### src/rtl/uart_tx_buf_pkg.sv
// uart_tx_buf_pkg: shared project constants and FSM encoding for the UART transmit buffer
package uart_tx_buf_pkg;
   localparam int CLOCK_FRQ = 50_000_000;
   localparam int BAUD_MAX = 115_200;
   localparam logic [1:0] ST_IDLE = 2'd0;
   localparam logic [1:0] ST_LOAD = 2'd1;
   localparam logic [1:0] ST_WAIT = 2'd2;
   typedef enum logic [1:0] {IDLE = ST_IDLE, LOAD = ST_LOAD, WAIT = ST_WAIT} state_t;
endpackage

### src/rtl/uart_tx_buf_if.sv
// uart_tx_buf_if: producer handshake, serializer issue and status signals of the transmit buffer
interface uart_tx_buf_if #(
   parameter int DW = 8,
   parameter int DEPTH = 16
);
   localparam int AW = $clog2(DEPTH);
   logic [DW-1:0] in_data;
   logic in_vld;
   logic in_rdy;
   logic [DW-1:0] tx_din;
   logic tx_din_vld;
   logic tx_busy;
   logic [AW:0] fifo_level;
   logic ovf_err;
   modport master (output in_data, in_vld, tx_busy, input in_rdy, tx_din, tx_din_vld, fifo_level, ovf_err);
   modport slave (input in_data, in_vld, tx_busy, output in_rdy, tx_din, tx_din_vld, fifo_level, ovf_err);
endinterface

### src/rtl/uart_tx_buf_sync_fifo.sv
// uart_tx_buf_sync_fifo: synchronous FIFO with registered read data and an AW+1 bit fill level
module uart_tx_buf_sync_fifo #(
   parameter int DW = 8,
   parameter int DEPTH = 16
) (
   input  logic                       clk,
   input  logic                       rst_n,
   input  logic                       wr_en,
   input  logic [DW-1:0]              wr_data,
   input  logic                       rd_en,
   output logic [DW-1:0]              rd_data,
   output logic                       full,
   output logic                       empty,
   output logic [$clog2(DEPTH):0]     level
);
   localparam int AW = $clog2(DEPTH);
   localparam int LW = AW + 1;
   logic [DW-1:0] mem [DEPTH];
   logic [AW-1:0] wp, rp;
   logic [AW:0] cnt;
   logic wr_ok, rd_ok;
   assign full = cnt == LW'(DEPTH);
   assign empty = cnt == '0;
   assign level = cnt;
   // a read never frees a slot for a same-cycle write when full
   assign wr_ok = wr_en && !full;
   assign rd_ok = rd_en && !empty;
   always_ff @(posedge clk) if (wr_ok) mem[wp] <= wr_data;
   always_ff @(posedge clk or negedge rst_n)
      if (!rst_n) begin
         wp <= '0;
         rp <= '0;
         cnt <= '0;
         rd_data <= '0;
      end else begin
         if (wr_ok) wp <= wp + AW'(1);
         if (rd_ok) rp <= rp + AW'(1);
         if (rd_ok) rd_data <= mem[rp];
         cnt <= cnt + LW'(wr_ok) - LW'(rd_ok);
      end
endmodule

### src/rtl/uart_tx_buf.sv
// uart_tx_buf: buffers producer bytes and issues them one at a time to the UART serializer
module uart_tx_buf
   import uart_tx_buf_pkg::*;
#(
   parameter int DW = 8,
   parameter int DEPTH = 16
) (
   input logic clk,
   input logic rst_n,
   uart_tx_buf_if.slave bus
);
   localparam int AW = $clog2(DEPTH);
   state_t state, nxt;
   logic rd_en, full, empty, tx_vld_q, ovf_q;
   logic [DW-1:0] rd_data, tx_din_q;
   logic [AW:0] level;
   uart_tx_buf_sync_fifo #(.DW(DW), .DEPTH(DEPTH)) u_sync_fifo (
      .clk(clk),
      .rst_n(rst_n),
      .wr_en(bus.in_vld),
      .wr_data(bus.in_data),
      .rd_en(rd_en),
      .rd_data(rd_data),
      .full(full),
      .empty(empty),
      .level(level)
   );
   assign bus.in_rdy = !full;
   assign bus.fifo_level = level;
   assign bus.tx_din = tx_din_q;
   assign bus.tx_din_vld = tx_vld_q;
   assign bus.ovf_err = ovf_q;
   // tx_busy covers the pulse cycle too, so WAIT holds until the frame is really over
   always_comb begin
      rd_en = state == IDLE && !empty && !bus.tx_busy;
      nxt = rd_en ? LOAD : state == LOAD ? WAIT : (state == WAIT && !bus.tx_busy) ? IDLE : state;
   end
   always_ff @(posedge clk or negedge rst_n)
      if (!rst_n) begin
         state <= IDLE;
         tx_vld_q <= 1'b0;
         tx_din_q <= '0;
         ovf_q <= 1'b0;
      end else begin
         state <= nxt;
         tx_vld_q <= state == LOAD;
         if (state == LOAD) tx_din_q <= rd_data;
         if (bus.in_vld && full) ovf_q <= 1'b1;
      end
endmodule

### src/flat_wrapper.sv
// flat-port wrapper written by rule: the top's interface ports become plain ports
module uart_tx_buf_flat import uart_tx_buf_pkg::*;
#(
   parameter int DW = 8,
   parameter int DEPTH = 16
)
  (clk, rst_n, bus_in_data, bus_in_vld, bus_tx_busy, bus_in_rdy, bus_tx_din, bus_tx_din_vld, bus_fifo_level, bus_ovf_err);
  uart_tx_buf_if #(.DW(DW), .DEPTH(DEPTH)) bus_i ();
  input logic clk;
  input logic rst_n;
  input wire logic [$bits(bus_i.in_data)-1:0] bus_in_data;
  input wire logic [$bits(bus_i.in_vld)-1:0] bus_in_vld;
  input wire logic [$bits(bus_i.tx_busy)-1:0] bus_tx_busy;
  output wire logic [$bits(bus_i.in_rdy)-1:0] bus_in_rdy;
  output wire logic [$bits(bus_i.tx_din)-1:0] bus_tx_din;
  output wire logic [$bits(bus_i.tx_din_vld)-1:0] bus_tx_din_vld;
  output wire logic [$bits(bus_i.fifo_level)-1:0] bus_fifo_level;
  output wire logic [$bits(bus_i.ovf_err)-1:0] bus_ovf_err;
  assign bus_i.in_data = bus_in_data;
  assign bus_i.in_vld = bus_in_vld;
  assign bus_i.tx_busy = bus_tx_busy;
  assign bus_in_rdy = bus_i.in_rdy;
  assign bus_tx_din = bus_i.tx_din;
  assign bus_tx_din_vld = bus_i.tx_din_vld;
  assign bus_fifo_level = bus_i.fifo_level;
  assign bus_ovf_err = bus_i.ovf_err;
  uart_tx_buf #(.DW(DW), .DEPTH(DEPTH)) u_core (.clk(clk), .rst_n(rst_n), .bus(bus_i));
endmodule
### config.mk
export PLATFORM = sky130hd
export DESIGN_NAME = uart_tx_buf_flat
export DESIGN_NICKNAME = d
export VERILOG_FILES = /design/src/rtl/uart_tx_buf_pkg.sv /design/src/rtl/uart_tx_buf_if.sv /design/src/rtl/uart_tx_buf_sync_fifo.sv /design/src/rtl/uart_tx_buf.sv /design/src/flat_wrapper.sv
export SDC_FILE = /design/constraint.sdc
export NUM_CORES = 1
export LEC_CHECK = 0
export CAP_MARGIN = 20
export CORE_MARGIN = 2
export CORE_UTILIZATION = 25
export DETAILED_ROUTE_END_ITERATION = 7
export PLACE_DENSITY = 0.47
export REMOVE_ABC_BUFFERS = 1
export SLEW_MARGIN = 20
export SYNTH_ARGS = -nofsm -noshare
export SYNTH_HDL_FRONTEND = slang
export SYNTH_HIERARCHICAL = 1
export SYNTH_SLANG_ARGS = --single-unit
export TNS_END_PERCENT = 30
### constraint.sdc
create_clock -name clk -period 5 [get_ports clk]
set_input_delay 0.5 -clock clk [delete_from_list [all_inputs] [get_ports clk]]
set_output_delay 0.5 -clock clk [all_outputs]
set_load 0.005 [all_outputs]
==> impl_metrics.toml <==
[outcome]
status = "completed"

[route]
ant_nets = 0
wl_met3_um = 501
drc = 0
vias_per_cell = 4.30
drt-initial-drc-count = 232
post_drt_wl_per_cell_um = 17.5
dr_wl_met2_mm = 6.00
totalWireLength_mm = 12.5
dr.pass1.iters = 4
vias = 3069
drt-met1-wl_mm = 5.85
top_layer_used = "met4"

[clock_tree]
root_buffer = "clkbuf_16"
cts_tree = "done"
clk_pin_slew_ns = 0.06
cts_buffers = 17
insertion_delay_ns = 0.42
cts.path.max_buffers = 2
cts_hold_buf = 0
postCtsSetupBuffers = 0
htreeDepth = 4
ctsResizeCount = 0
cts_sinks = 161

[critical_path]
r2r-start = "u_core/u_sync_fifo/level[3]$_DFF_PN0_"
r2r_slack_ns = 1.63
crit_fanout = 12
reg2reg_to = "u_core/u_sync_fifo/level[4]$_DFF_PN0_"
cp-end-kind = "register"
r2r.worst_path.cells = 14
cp.required_ns = 5.30
critPathLaunchType = "register"
crit_arrival_ns = 3.66
worstSetupPathType = "reg -> reg"

[yosys]
synth.most_common_cell = "edfxtp_1"
ys.flop_type = "edfxtp_1"
yosysTopAreaCell = "edfxtp_1"
syn_area_per_cell_um2 = 19.8
ys_ff_latch = 161
yosysTopAreaCellShare_pct = 58.9
netlist_instances = 329
synth_area_um2 = 6530
seq_area_frac_synth_pct = 71.6
synth.distinct_cells = 36
synth_enable_flop_cells = 128
ys_warn_count = 6
ys_async_sr_fraction_pct = 20.5
synthTopCellsByCount = "128 x edfxtp_1, 33 x dfrtp_1, 26 x mux4_2, 16 x inv_1, 16 x mux2i_1"
synthTopCellsByArea = "edfxtp_1 59%, dfrtp_1 13%, mux4_2 9.0%"

[job]
maxCapViolations = 0

[layout]
num_antenna_cells = 0
post_route_cells_drive_above_1_share_pct = 20.1
final_util_pct = 29.9
final_nets = 390
final_cells = 714
multi_input_comb_area_um2 = 1670
area_growth_pct = 18.5
ff_latch_area_um2 = 4670
fillers = 2520

[global_route]
grt_max_degree = 34
grt_usage_pct = 9.91
grt_overflow = 0
grt_pass1_vias = 3280
grt_pass1_wl_mm = 19.5
grt_antenna_before_repair = 0

[sta]
fin_crit_sh_pct = 67.3
drv_slew = 0
finalSetupTns_ns = 0
setup_viol = 0
skew_ns = 0.00758
fin_crit_ns = 3.37
rsz0062_at_grt = "no"
hold_viol_final = 0
fmax_mhz = 297
worst_pin_slew_ns = 1.01
slew_headroom_pct = 32.4

[power_and_ir_drop]
powerDensity_nw_per_um2 = 577
p_leak_nw = 2.69
ir_drop_uv = 279

[place]
dp_hpwl_mm = 8.42
gp_congestion = 0.761
dp_cells = 682
io_buffers = 27

[floorplan]
coreArea_um2 = 25800
num_rows = 59
die_h_um = 166
initial_core_util_pct = 25.3
die-area_um2 = 27400
fp.dieW_um = 166
boundaryPins = 28

[min_path]
min_to = "u_core/bus.ovf_err$_DFFE_PN0P_"
whs_path_depth = 1
hold_path.class = "reg -> reg"
hp-start = "u_core/bus.ovf_err$_DFFE_PN0P_"
routing by layer:
layer | global-route usage (%) | vias to the layer above
li1 | - | 1383
met1 | 12.9 | 1614
met2 | 16.0 | 59
met3 | 2.85 | 13
met4 | 2.94 | 0
met5 | 0 | -
sequential cells by signal, indices dropped and copies added (netlist names):
signal                      cells
u_core/bus.ovf_err              1
u_core/bus.tx_din               8
u_core/bus.tx_din_vld           1
u_core/state                    2
u_core/u_sync_fifo/level        5
u_core/u_sync_fifo/mem        128
u_core/u_sync_fifo/rd_data      8
u_core/u_sync_fifo/rp           4
u_core/u_sync_fifo/wp           4
power breakdown:
| part | switching (mW) | internal [mW] | total, mW |
|---|---|---|---|
| Combinational | 0.596 | 0.670 | 1.27 |
| Clock | 0.530 | 0.793 | 1.32 |
| Sequential | 0.180 | 1.69 | 1.87 |
| Total | 1.31 | 3.16 | 4.46 |
through the flow:
| step | instance area (um2) | total power [mW] | setup WS, ns | hold WS (ns) |
|---|---|---|---|---|
| after floorplan | 6400 | 2.70 | 1.99 | 0.204 |
| after global placement | 7130 | 3.17 | 1.70 | 0.454 |
| after detailed placement | 7130 | 3.20 | 1.61 | 0.450 |
| after CTS | 7730 | 4.53 | 1.61 | 0.463 |
| after global routing | 7730 | 4.72 | 1.30 | 0.492 |
| final | 7730 | 4.46 | 1.63 | 0.461 |
kinds of logic after synthesis:
family,count (synthesis),share of synthesized area (%)
XOR/XNOR,10,1.34
adder cells (fa/ha/maj),12,2.42
AO/OA/AOI/OAI,23,2.45
flip-flops,161,71.6
AND/OR/NAND/NOR,34,3.24
multiplexers,58,16.1
buffers and inverters,31,2.90
how the worst max path moves through the flow:
stage | start | end | slack (ns)
detailed placement | bus_tx_busy | u_core/u_sync_fifo/level[4]$_DFF_PN0_ | 1.61
floorplan | u_core/u_sync_fifo/level[2]$_DFF_PN0_ | u_core/u_sync_fifo/level[4]$_DFF_PN0_ | 1.99
finish | u_core/u_sync_fifo/level[3]$_DFF_PN0_ | u_core/u_sync_fifo/level[4]$_DFF_PN0_ | 1.63
global route | u_core/u_sync_fifo/level[2]$_DFF_PN0_ | u_core/u_sync_fifo/level[4]$_DFF_PN0_ | 1.30
CTS | u_core/u_sync_fifo/level[3]$_DFF_PN0_ | u_core/u_sync_fifo/level[4]$_DFF_PN0_ | 1.61
global placement | bus_tx_busy | u_core/u_sync_fifo/level[4]$_DFF_PN0_ | 1.70
worst max-delay path, stage by stage (launching register included):
cell and delay (ns):
dfrtp_1 0.38, inv_1 0.08, ha_1 0.19, or4b_4 0.22, inv_2 0.08, nor4_1 0.52, inv_1 0.27, nor2_1 0.33
ha_1 0.17, inv_1 0.04, ha_1 0.20, fa_1 0.41, a21oi_1 0.16, o21bai_1 0.09, xnor2_1 0.12
cell type report:
cell class	count	area share, %
Clock buffer	18	5.55
Sequential cell	161	60.4
Timing Repair Buffer	32	3.98
Tap cell	335	5.42
Clock inverter	14	2.30
Multi-Input combinational cell	137	21.5
Inverter	17	0.825
layout by cell type, fill, tap and decap left out, drive strengths merged:
master / count
a21o: 4
a21oi: 2
and2: 12
and4: 1
buf: 5
bufinv: 3
clkbuf: 18
clkdlybuf4s50: 27
clkinv: 3
clkinvlp: 3
dfrtp: 33
edfxtp: 128
fa: 1
ha: 11
inv: 22
mux2: 10
mux2i: 16
mux4: 32
nand2: 2
nand3: 3
nand4: 1
nand4bb: 1
nor2: 5
nor2b: 1
nor3: 2
nor4: 4
o21ai: 8
o21bai: 1
o221ai: 8
or3: 1
or4b: 1
xnor2: 4
xor2: 6
Power figures use the tool's default switching activity.
